File: src/rtl/register4word_reader.sv
// Captures a packed word on start and replays it byte-wise as (addr, data)
// pairs over a valid/ready handshake, byte 0 (MSBs) first, then pulses done.
module register4word_reader #(
  parameter int NUM_BYTES = 4,
  parameter int DATA_W    = 8,
  parameter int ADDR_W    = 8
) (
  input  logic                        clk,
  input  logic                        rst,
  input  logic                        start,
  input  logic [NUM_BYTES*DATA_W-1:0] in_word,
  input  logic                        out_ready,
  output logic                        out_valid,
  output logic [ADDR_W-1:0]           out_addr,
  output logic [DATA_W-1:0]           out_data,
  output logic                        out_last,
  output logic                        busy,
  output logic                        done
);

  localparam int WORD_W = NUM_BYTES * DATA_W;
  localparam int CNT_W  = $clog2(NUM_BYTES);
  localparam logic [CNT_W-1:0] LAST_IDX = CNT_W'(NUM_BYTES - 1);

  typedef enum logic [1:0] {
    IDLE,
    SEND,
    DONE
  } state_t;

  state_t             state, state_nx;
  logic [WORD_W-1:0]  cap, cap_nx;
  logic [CNT_W-1:0]   cnt, cnt_nx;

  // NOTE: sequential state uses non-blocking assignments so every register
  // samples the pre-edge values, independent of statement order.
  always_ff @(posedge clk) begin
    if (!rst) begin
      state <= IDLE;
      cap   <= '0;
      cnt   <= '0;
    end else begin
      state <= state_nx;
      cap   <= cap_nx;
      cnt   <= cnt_nx;
    end
  end

  // NOTE: every signal written here gets a default first, so no path through
  // the case statement can leave one unassigned and infer a latch.
  always_comb begin
    state_nx  = state;
    cap_nx    = cap;
    cnt_nx    = cnt;
    out_valid = 1'b0;
    busy      = 1'b0;
    done      = 1'b0;
    unique case (state)
      IDLE: begin
        if (start) begin
          cap_nx   = in_word;
          cnt_nx   = '0;
          state_nx = SEND;
        end
      end
      SEND: begin
        out_valid = 1'b1;
        busy      = 1'b1;
        if (out_ready) begin
          if (cnt == LAST_IDX) state_nx = DONE;
          else                 cnt_nx   = cnt + CNT_W'(1);
        end
      end
      DONE: begin
        busy     = 1'b1;
        done     = 1'b1;
        state_nx = IDLE;
      end
      default: state_nx = IDLE;
    endcase
  end

  // Byte select from the captured word; byte index 0 sits at the MSBs.
  always_comb begin
    out_data = '0;
    for (int i = 0; i < NUM_BYTES; i++) begin
      if (cnt == CNT_W'(i)) out_data = cap[(NUM_BYTES-1-i)*DATA_W +: DATA_W];
    end
  end

  assign out_addr = ADDR_W'(cnt);
  assign out_last = out_valid & (cnt == LAST_IDX);

endmodule

File: config.mk
export PLATFORM = sky130hd
export DESIGN_NAME = register4word_reader
export DESIGN_NICKNAME = d
export VERILOG_FILES = /design/src/rtl/register4word_reader.sv
export SDC_FILE = /design/constraint.sdc
export NUM_CORES = 1
export LEC_CHECK = 0
export CAP_MARGIN = 0
export CORE_MARGIN = 2
export CORE_UTILIZATION = 52
export DETAILED_ROUTE_END_ITERATION = 7
export PLACE_DENSITY = 0.92
export SLEW_MARGIN = 20
export SYNTH_ARGS = -nofsm -noshare
export SYNTH_HDL_FRONTEND = slang
export SYNTH_SLANG_ARGS = --single-unit
File: constraint.sdc
create_clock -name clk -period 3.9 [get_ports clk]
set_input_delay 0.78 -clock clk [delete_from_list [all_inputs] [get_ports clk]]
set_output_delay 0.78 -clock clk [all_outputs]
set_load 0.02 [all_outputs]
# After elaboration in Yosys (flattened, before gate mapping)
# Index checks and enable logic that the tools add are counted.
[totals] input_bits=36 reg_bits=36 output_inout_bits=20 wordCells=36
[classes] add_sub_neg=1 n_mux=15 bitwise_logic=1 n_reduce_logical=7 n_eq_ne=9
[ops] op="8-bit 2-to-1 mux" count=4
[ops] op="2-bit 2-to-1 mux" count=6
[ops] op="2-bit != test (second input constant)" count=4
[ops] op="2-bit case mux with 2 select lines" count=2
[ops] op="2-bit == test (second input constant)" count=3
[ops] op="2-bit by 1-bit == test with 1-bit output (second input constant)" count=2
[ops] op="2-bit zero test" count=2
[ops] op="4-bit AND reduction" count=1
[ops] op="1-bit 2-to-1 mux" count=3
[ops] op="3-bit AND reduction" count=1
[ops] op="2-bit by 1-bit adder with 2-bit output (second input constant)" count=1
[ops] op="2-bit AND reduction" count=1
[ops] op="2-bit nonzero test" count=1
[ops] op="2-bit OR reduction" count=1
[ops] op="1-bit bitwise AND" count=1

# Depth between registers and ports, before layout
# Gate-level depths: netlist of the first run.
[logic_depth] ltp_word=5 depth_mapped=7 ltp_nobuf=5

# Worst setup path before layout of the first run
# Ideal clock, no wire load.
[synth_path] kind="register to output" start="register cnt[0]" end="output port out_data[5]" slack_ps=1613 arrival_time_ps=1507 path_stages_with_launch=8 n_path_buf=2 t_required_ps=3120 cell_sequence="dfxtp_1 -> inv_1 -> ha_1 -> buf_2 -> buf_2 -> a21oi_1 -> o21ai_1 -> a22o_1"
[synth_between] elab_chain_cells=5 elab_cells_between_ends=8 classes_between="eq/ne (3); mux (4); reduce/logical (1)"
[synth_rtl] item="start: declaration" line_no="33" rtl="logic [CNT_W-1:0] cnt, cnt_nx;"
[synth_rtl] item="start signal: assignment" line_no="45" rtl="cnt <= cnt_nx;"
[synth_rtl] item="2-bit zero test" line_no="87" rtl="if (cnt == CNT_W'(i)) out_data = cap[(NUM_BYTES-1-i)*DATA_W +: DATA_W];"
[synth_rtl] item="8-bit 2-to-1 mux (3 in series)" line_no="87"
[synth_rtl] item="8-bit 2-to-1 mux *" line_no="87"
[synth_rtl] item="end: declaration" line_no="15" rtl="output logic [DATA_W-1:0] out_data,"
# Every way passes the cells marked *; elsewhere a longest branch is shown, timed or not.

# Final worst setup path of the first run
[layout_path] start="register cnt[0]" end="output port out_data[1]"
# Same word-level chain as after synthesis.

==> implementation parameters, run 1 <==
Parameter                              Value

Clocking
  Buffers inserted by post-CTS timing repair ... 0
  Clk Latency, worst-skew pair ... 300 ps
  Number of H-tree levels ... 2
  Buffer type at the clock tree root ... clkbuf_8
  CTS tree ... yes
  Number of buffers inserted during clock tree synthesis ... 5
  Sinks on the clock net ... 36
  Number of hold buffers added after CTS ... 0
  Clock transition at the registers of the reported paths ... 70 ps
  Number of gates given a new drive strength after cts ... 0
  Buffer levels on the longest clock path ... 2

Yosys
  Number of register bits inferred by synthesis ... 36
  Number of standard cells after synthesis ... 238
  Number of synthesized flops with an enable pin ... 0
  Count of cell types in the netlist ... 25
  Fraction of the yosys area taken by sequential cells ... 34.0%
  Top cell types by occurrence after synthesis ... 48 x nand2_1, 36 x dfxtp_1, 31 x nand2_2, 30 x a21boi_2, 16 x a21oi_1
  Synth top area share ... 34.0%
  Primary FF master, synth ... dfxtp_1
  Avg Inst Size Synth ... 8.92 um^2
  Netlist area before placement ... 2120 um^2
  Number of synthesis warnings ... 0
  Most used standard cell by instance count after synthesis ... nand2_1
  Area leader, netlist ... dfxtp_1
  Async SR Flop Fraction ... 0%
  Cell types occupying the most area after synthesis ... dfxtp_1 34%, a21boi_2 16%, nand2_2 9.1%

Worst setup path
  Reg2Reg Capture Point ... state[0]
  Worst-case register-to-register setup slack ... 2080 ps
  Source of the worst register-to-register timing path ... cnt[0]
  Worst-case reg-to-reg path depth ... 4
  CP required ... 3120 ps
  Critical Path Start Type ... flip-flop
  Largest fanout of any net on the critical path ... 16
  Endpoint kind of the worst setup timing path ... output pin
  Data arrival time of the worst path ... 2310 ps
  Setup CP Type ... reg2out

Route
  Routed WL ... 4.39 mm
  Initial detailed-routing violation count ... 84
  Average routed wire per standard cell ... 13.4 um
  Post-route DRC ... 0
  Antenna viol nets, final ... 0
  Per-cell via count in the routed design ... 5.04
  DRT Pass-1 Iters ... 4
  Vias ... 1,647

Timing
  Total negative slack for setup checks ... 0 ps
  Total setup violations reported at the end of the flow ... 0
  Fin. max-slew vios ... 0
  Post-route clock skew ... 5.88 ps
  Fin crit period ... 3090 ps
  Unrepaired setup endpoints after global routing ... no
  Final clock period utilization by the worst path ... 79.3%
  Highest clock frequency the design can meet ... 0.323 GHz
  Max transition margin ... 54.1%
  Worst-margin pin slew ... 688 ps
  Hold Worst Slack ... 458 ps
  Hold violation total from the final report ... 0

GRT
  Via count of the first global-routing pass ... 1,620
  Number of antenna violations at the first check in global routing ... 0
  Maximum number of pins on one net before global-route repair ... 41
  Global-route wire length before repair ... 7.21 mm
  Final global-route overflow total ... 0
  Global-route usage over all layers ... 21.1%

Power
  P_leak ... 0.953 nW
  Clk network pwr share ... 23.3%
  Combinational Power Share ... 43.2%
  Switching share of total power ... 37.2%
  Part of the total power dissipated in sequential elements ... 33.5%
  Worst VDD drop ... 0.229 mV
  Switching power ... 0.523 mW
  Internal power summed over all cells ... 0.884 mW
  PwrDens ... 538 nW/um^2
  Power after layout ... 1.41 mW

Die
  Placement row count ... 23
  Initial cell density of the core ... 53.4%
  I/O pin count ... 56
  Die outline height ... 67.9 um
  Floorplan die area ... 4610 um^2
  Die outline width ... 67.9 um
  Core area ... 3970 um^2

Hold path
  Worst hold path startpoint ... cap[31]
  Class of the tightest hold or removal check ... reg2reg
  Number of stages on the worst hold path ... 2
  Hold endpoint ... cap[31]

Finish
  Final Cell Area ... 2610 um^2
  Number of nets at the end of the flow ... 320
  Number of inserted filler cells in the final layout ... 309
  Utilization of the core after routing ... 65.8%
  N_diodes ... 0
  Layout Area Growth over Synthesis ... 23.2%
  Layout cell share with drive strength beyond 1 ... 27.4%

Run status
  Status ... finished clean

Placed design
  Gp weighted congestion ... 0.784
  Total placed instance area ... 2510 um^2
  Count of buffers inserted at the top-level ports ... 49
  Hpwl dp ... 3.16 mm

Run
  Max-capacitance violation count ... 0
## metrics by stage
stage          cells  setup WS, ps
2_1_floorplan    243          1610
3_3_place_gp     319          1230
3_5_place_dp     319          1140
4_1_cts          327           812
5_1_grt          327           673
6_report         327           809
## flip-flops by register name (all words and copies together), names as in the netlist
signal,count
cnt,2
cap,32
state,2
## per-layer routing
metal,up-vias,track usage (%),part of all wire (%)
li1,838,-,-
met1,741,24.6,43
met2,58,36.8,49
met3,10,6.25,6.5
met4,0,7.50,1.7
met5,-,0,0
## worst max-delay path: stages, from the launching register on
cell	delay (ps)
dfxtp_1	350
inv_1	110
ha_1	550
a21oi_1	100
o21ai_1	150
a22o_1	150
clkdlybuf4s50_1	590
## layout by cell type (no fill, tap or decap), types with 2 or more instances in the layout
| master | n |
|---|---|
| a21boi_1 | 2 |
| a21boi_2 | 30 |
| a21oi_1 | 16 |
| a22o_1 | 8 |
| clkbuf_8 | 5 |
| clkdlybuf4s50_1 | 48 |
| conb_1 | 6 |
| dfxtp_1 | 36 |
| ha_1 | 8 |
| inv_1 | 14 |
| mux2i_1 | 4 |
| nand2_1 | 48 |
| nand2_2 | 31 |
| nand3_1 | 2 |
| o21ai_1 | 8 |
## power by group through the flow
stage	registers [mW]	logic [mW]	clock network [mW]
final	0.472	0.608	0.328
after detailed placement	0.480	0.611	0
after global placement	0.475	0.598	0
after global routing	0.479	0.668	0.344
after CTS	0.471	0.614	0.330
after floorplan	0.470	0.507	0
## how the worst max path moves through the flow
stage           start  depth (start not counted)          end
6_report       cnt[0]                          6  out_data[1]
5_1_grt        cnt[0]                          6  out_data[1]
4_1_cts        cnt[0]                          6  out_data[1]
3_3_place_gp   cnt[0]                          6  out_data[1]
3_5_place_dp   cnt[0]                          6  out_data[1]
2_1_floorplan  cnt[0]                          7  out_data[5]
## final cells by class
type / instances / area (um^2) / area share [%]
Sequential cell: 36 / 721 / 27.6
Multi-Input combinational cell: 170 / 1180 / 45.2
Timing Repair Buffer: 49 / 485 / 18.6
Clock buffer: 5 / 68.8 / 2.63
Clock inverter: 3 / 42.5 / 1.63
Inverter: 14 / 52.6 / 2.01
Tap cell: 50 / 62.6 / 2.39
## logic make-up (layout without fill, tap and decap cells)
kind of cell / count (synthesis) / in the layout / synth area share, %
simple gates: 86 / 86 / 20.2
compound gates: 66 / 66 / 27.8
buf+inv: 37 / 71 / 11.3
flops: 36 / 36 / 34.0
fa+ha+maj: 8 / 8 / 4.72
mux: 4 / 4 / 1.89
other cells: 1 / 6 / 0.177
Power figures use the tool's default switching activity.
==> inputs of run 2 (changes only) <==
CORE_UTILIZATION = 44   (was 52)
PLACE_DENSITY = 0.83   (was 0.92)
clock period = 2.68 ns   (was 3.9 ns; I/O delays follow)
==> implementation parameters, run 2 (synthesis gave the netlist of run 1 again) <==
Parameter                              Value

GRT
  Global-route wire length before repair ... 7.20 mm
  Number of antenna violations at the first check in global routing ... 0
  Maximum number of pins on one net before global-route repair ... 41
  Global-route usage over all layers ... 17.6%
  Via count of the first global-routing pass ... 1,648
  Final global-route overflow total ... 0

Timing
  Worst-margin pin slew ... 588 ps
  Post-route clock skew ... 4.46 ps
  Highest clock frequency the design can meet ... 0.387 GHz
  Total setup violations reported at the end of the flow ... 0
  Final clock period utilization by the worst path ... 96.3%
  Fin. max-slew vios ... 0
  Max transition margin ... 60.7%
  Fin crit period ... 2580 ps
  Hold violation total from the final report ... 0

Worst setup path
  Setup CP Type ... reg2out
  Source of the worst register-to-register timing path ... state[0]
  Endpoint kind of the worst setup timing path ... output pin
  Worst-case reg-to-reg path depth ... 5
  Largest fanout of any net on the critical path ... 16
  Critical Path Start Type ... flip-flop
  Slowest Stage Delay on Critical Path ... 540 ps
  Reg2Reg Capture Point ... cap[5]
  Data arrival time of the worst path ... 2050 ps
  Cells along the critical path ... inv_1, ha_4, a21oi_1, o21ai_1, a22o_1, clkdlybuf4s50_1
  Slowest-stage cell, CP ... clkdlybuf4s50_1
  Worst-case register-to-register setup slack ... 1060 ps
  CP required ... 2140 ps

Finish
  Utilization of the core after routing ... 56.7%
  N_diodes ... 0
  Final Cell Area ... 2660 um^2
  Register containing the most flip-flops in the final layout ... cap
  Number of nets at the end of the flow ... 322
  Commonest cells after routing, fill and taps aside ... 48 x nand2_1, 48 x clkdlybuf4s50_1, 34 x dfxtp_1, 31 x nand2_2, 30 x a21boi_2
  Biggest registers after layout ... cap x32, cnt x2, state x2
  Flip-flop count of the largest register after layout ... 32
  Layout cell share with drive strength beyond 1 ... 28.7%
  Number of inserted filler cells in the final layout ... 437
  Layout Area Growth over Synthesis ... 25.4%

Hold path
  Hold endpoint ... cap[13]
  Class of the tightest hold or removal check ... reg2reg
  Number of stages on the worst hold path ... 2
  Worst hold path startpoint ... cap[13]

Die
  Initial cell density of the core ... 45.2%
  Die outline width ... 73.4 um
  Core area ... 4690 um^2
  I/O pin count ... 56
  Die outline height ... 73.4 um
  Placement row count ... 25
  Floorplan die area ... 5390 um^2

Clocking
  Buffers inserted by post-CTS timing repair ... 0
  Buffer levels on the longest clock path ... 2
  Sinks on the clock net ... 36
  Buffer type at the clock tree root ... clkbuf_8
  Number of H-tree levels ... 2
  Number of hold buffers added after CTS ... 0
  Clk Latency, worst-skew pair ... 290 ps
  Number of buffers inserted during clock tree synthesis ... 5
  Clock transition at the registers of the reported paths ... 70 ps
  CTS tree ... yes

Placed design
  Gp weighted congestion ... 0.799
  Count of buffers inserted at the top-level ports ... 49
  Hpwl dp ... 3.12 mm
  Total placed instance area ... 2530 um^2

Power
  Worst VDD drop ... 0.510 mV
  P_leak ... 0.975 nW
  PwrDens ... 748 nW/um^2

Run status
  Status ... finished clean

Route
  Vias ... 1,664
  Antenna viol nets, final ... 0
  Initial detailed-routing violation count ... 80
  Post-route DRC ... 0
  DRT Pass-1 Iters ... 4
  Per-cell via count in the routed design ... 5.00
  Routed WL ... 4.43 mm
  Average routed wire per standard cell ... 13.3 um

Run
  Max-capacitance violation count ... 0
==> run 2: changes by cell type in the layout (fill, tap and decap cells not counted) <==
cell / change
buf_2: -1
buf_4: +2
bufinv_16: -1
clkbuf_1: +2
clkbuf_8: +1
clkinv_2: -1
clkinvlp_4: -1
dfxtp_1: -2
dfxtp_2: +2
dlymetal6s2s_1: +1
ha_1: -3
ha_4: +3
==> run 2: how the worst max path moves through the flow <==
stage	from	endpoint	slack [ps]	depth (start not counted)
after floorplan	cnt[0]	out_data[5]	640	7
after global placement	cnt[0]	out_data[3]	280	6
after detailed placement	cnt[0]	out_data[3]	240	6
after CTS	cnt[0]	out_data[3]	20	6
after global routing	cnt[0]	out_data[1]	-10	6
final	cnt[1]	out_data[7]	100	6
==> run 2: layout make-up <==
cell class	count	area [um^2]	share of cell area, %
multi-input cells	170	1220	45.8
repair buffers	51	508	19.1
inverters	14	52.6	1.98
well taps	54	67.6	2.54
clock buffers	8	90.1	3.39
flip-flops and latches	36	723	27.2
==> run 2: where the power goes <==
group,internal [mW],switching [mW]
clock,0.209,0.186
combinational,0.400,0.505
sequential,0.628,0.0618
==> run 2: repair_timing <==
| action | in CTS | in global routing |
|---|---|---|
| resized for setup | 2 | 7 |
| endpoints found under the setup margin | 8 | 8 |
| pin swaps | 0 | 1 |
==> run 2: critical path, delay by kind of cell (launching register included) <==
kind	cells	cell delay, ps
fa+ha+maj	1	230
buf+inv	2	660
compound gates	3	470
flops	1	390
==> run 2: layer usage <==
| metal | part of all wire, % | global-route usage (%) |
|---|---|---|
| met1 | 40 | 19.5 |
| met2 | 51 | 30.6 |
| met3 | 8.0 | 6.45 |
| met4 | 1.5 | 6.46 |
| met5 | 0 | 0 |
==> run 2: through the flow <==
stage          hold WS [ps]  setup TNS (ps)  power [mW]  instances  setup WS (ps)
5_1_grt                 486           -22.1        2.12        333          -11.5
3_3_place_gp            441               0        1.57        325            282
2_1_floorplan           435               0        1.42        243            637
3_5_place_dp            448               0        1.59        325            244
4_1_cts                 467               0        1.98        333           20.4
6_report                466               0        1.99        333           98.0
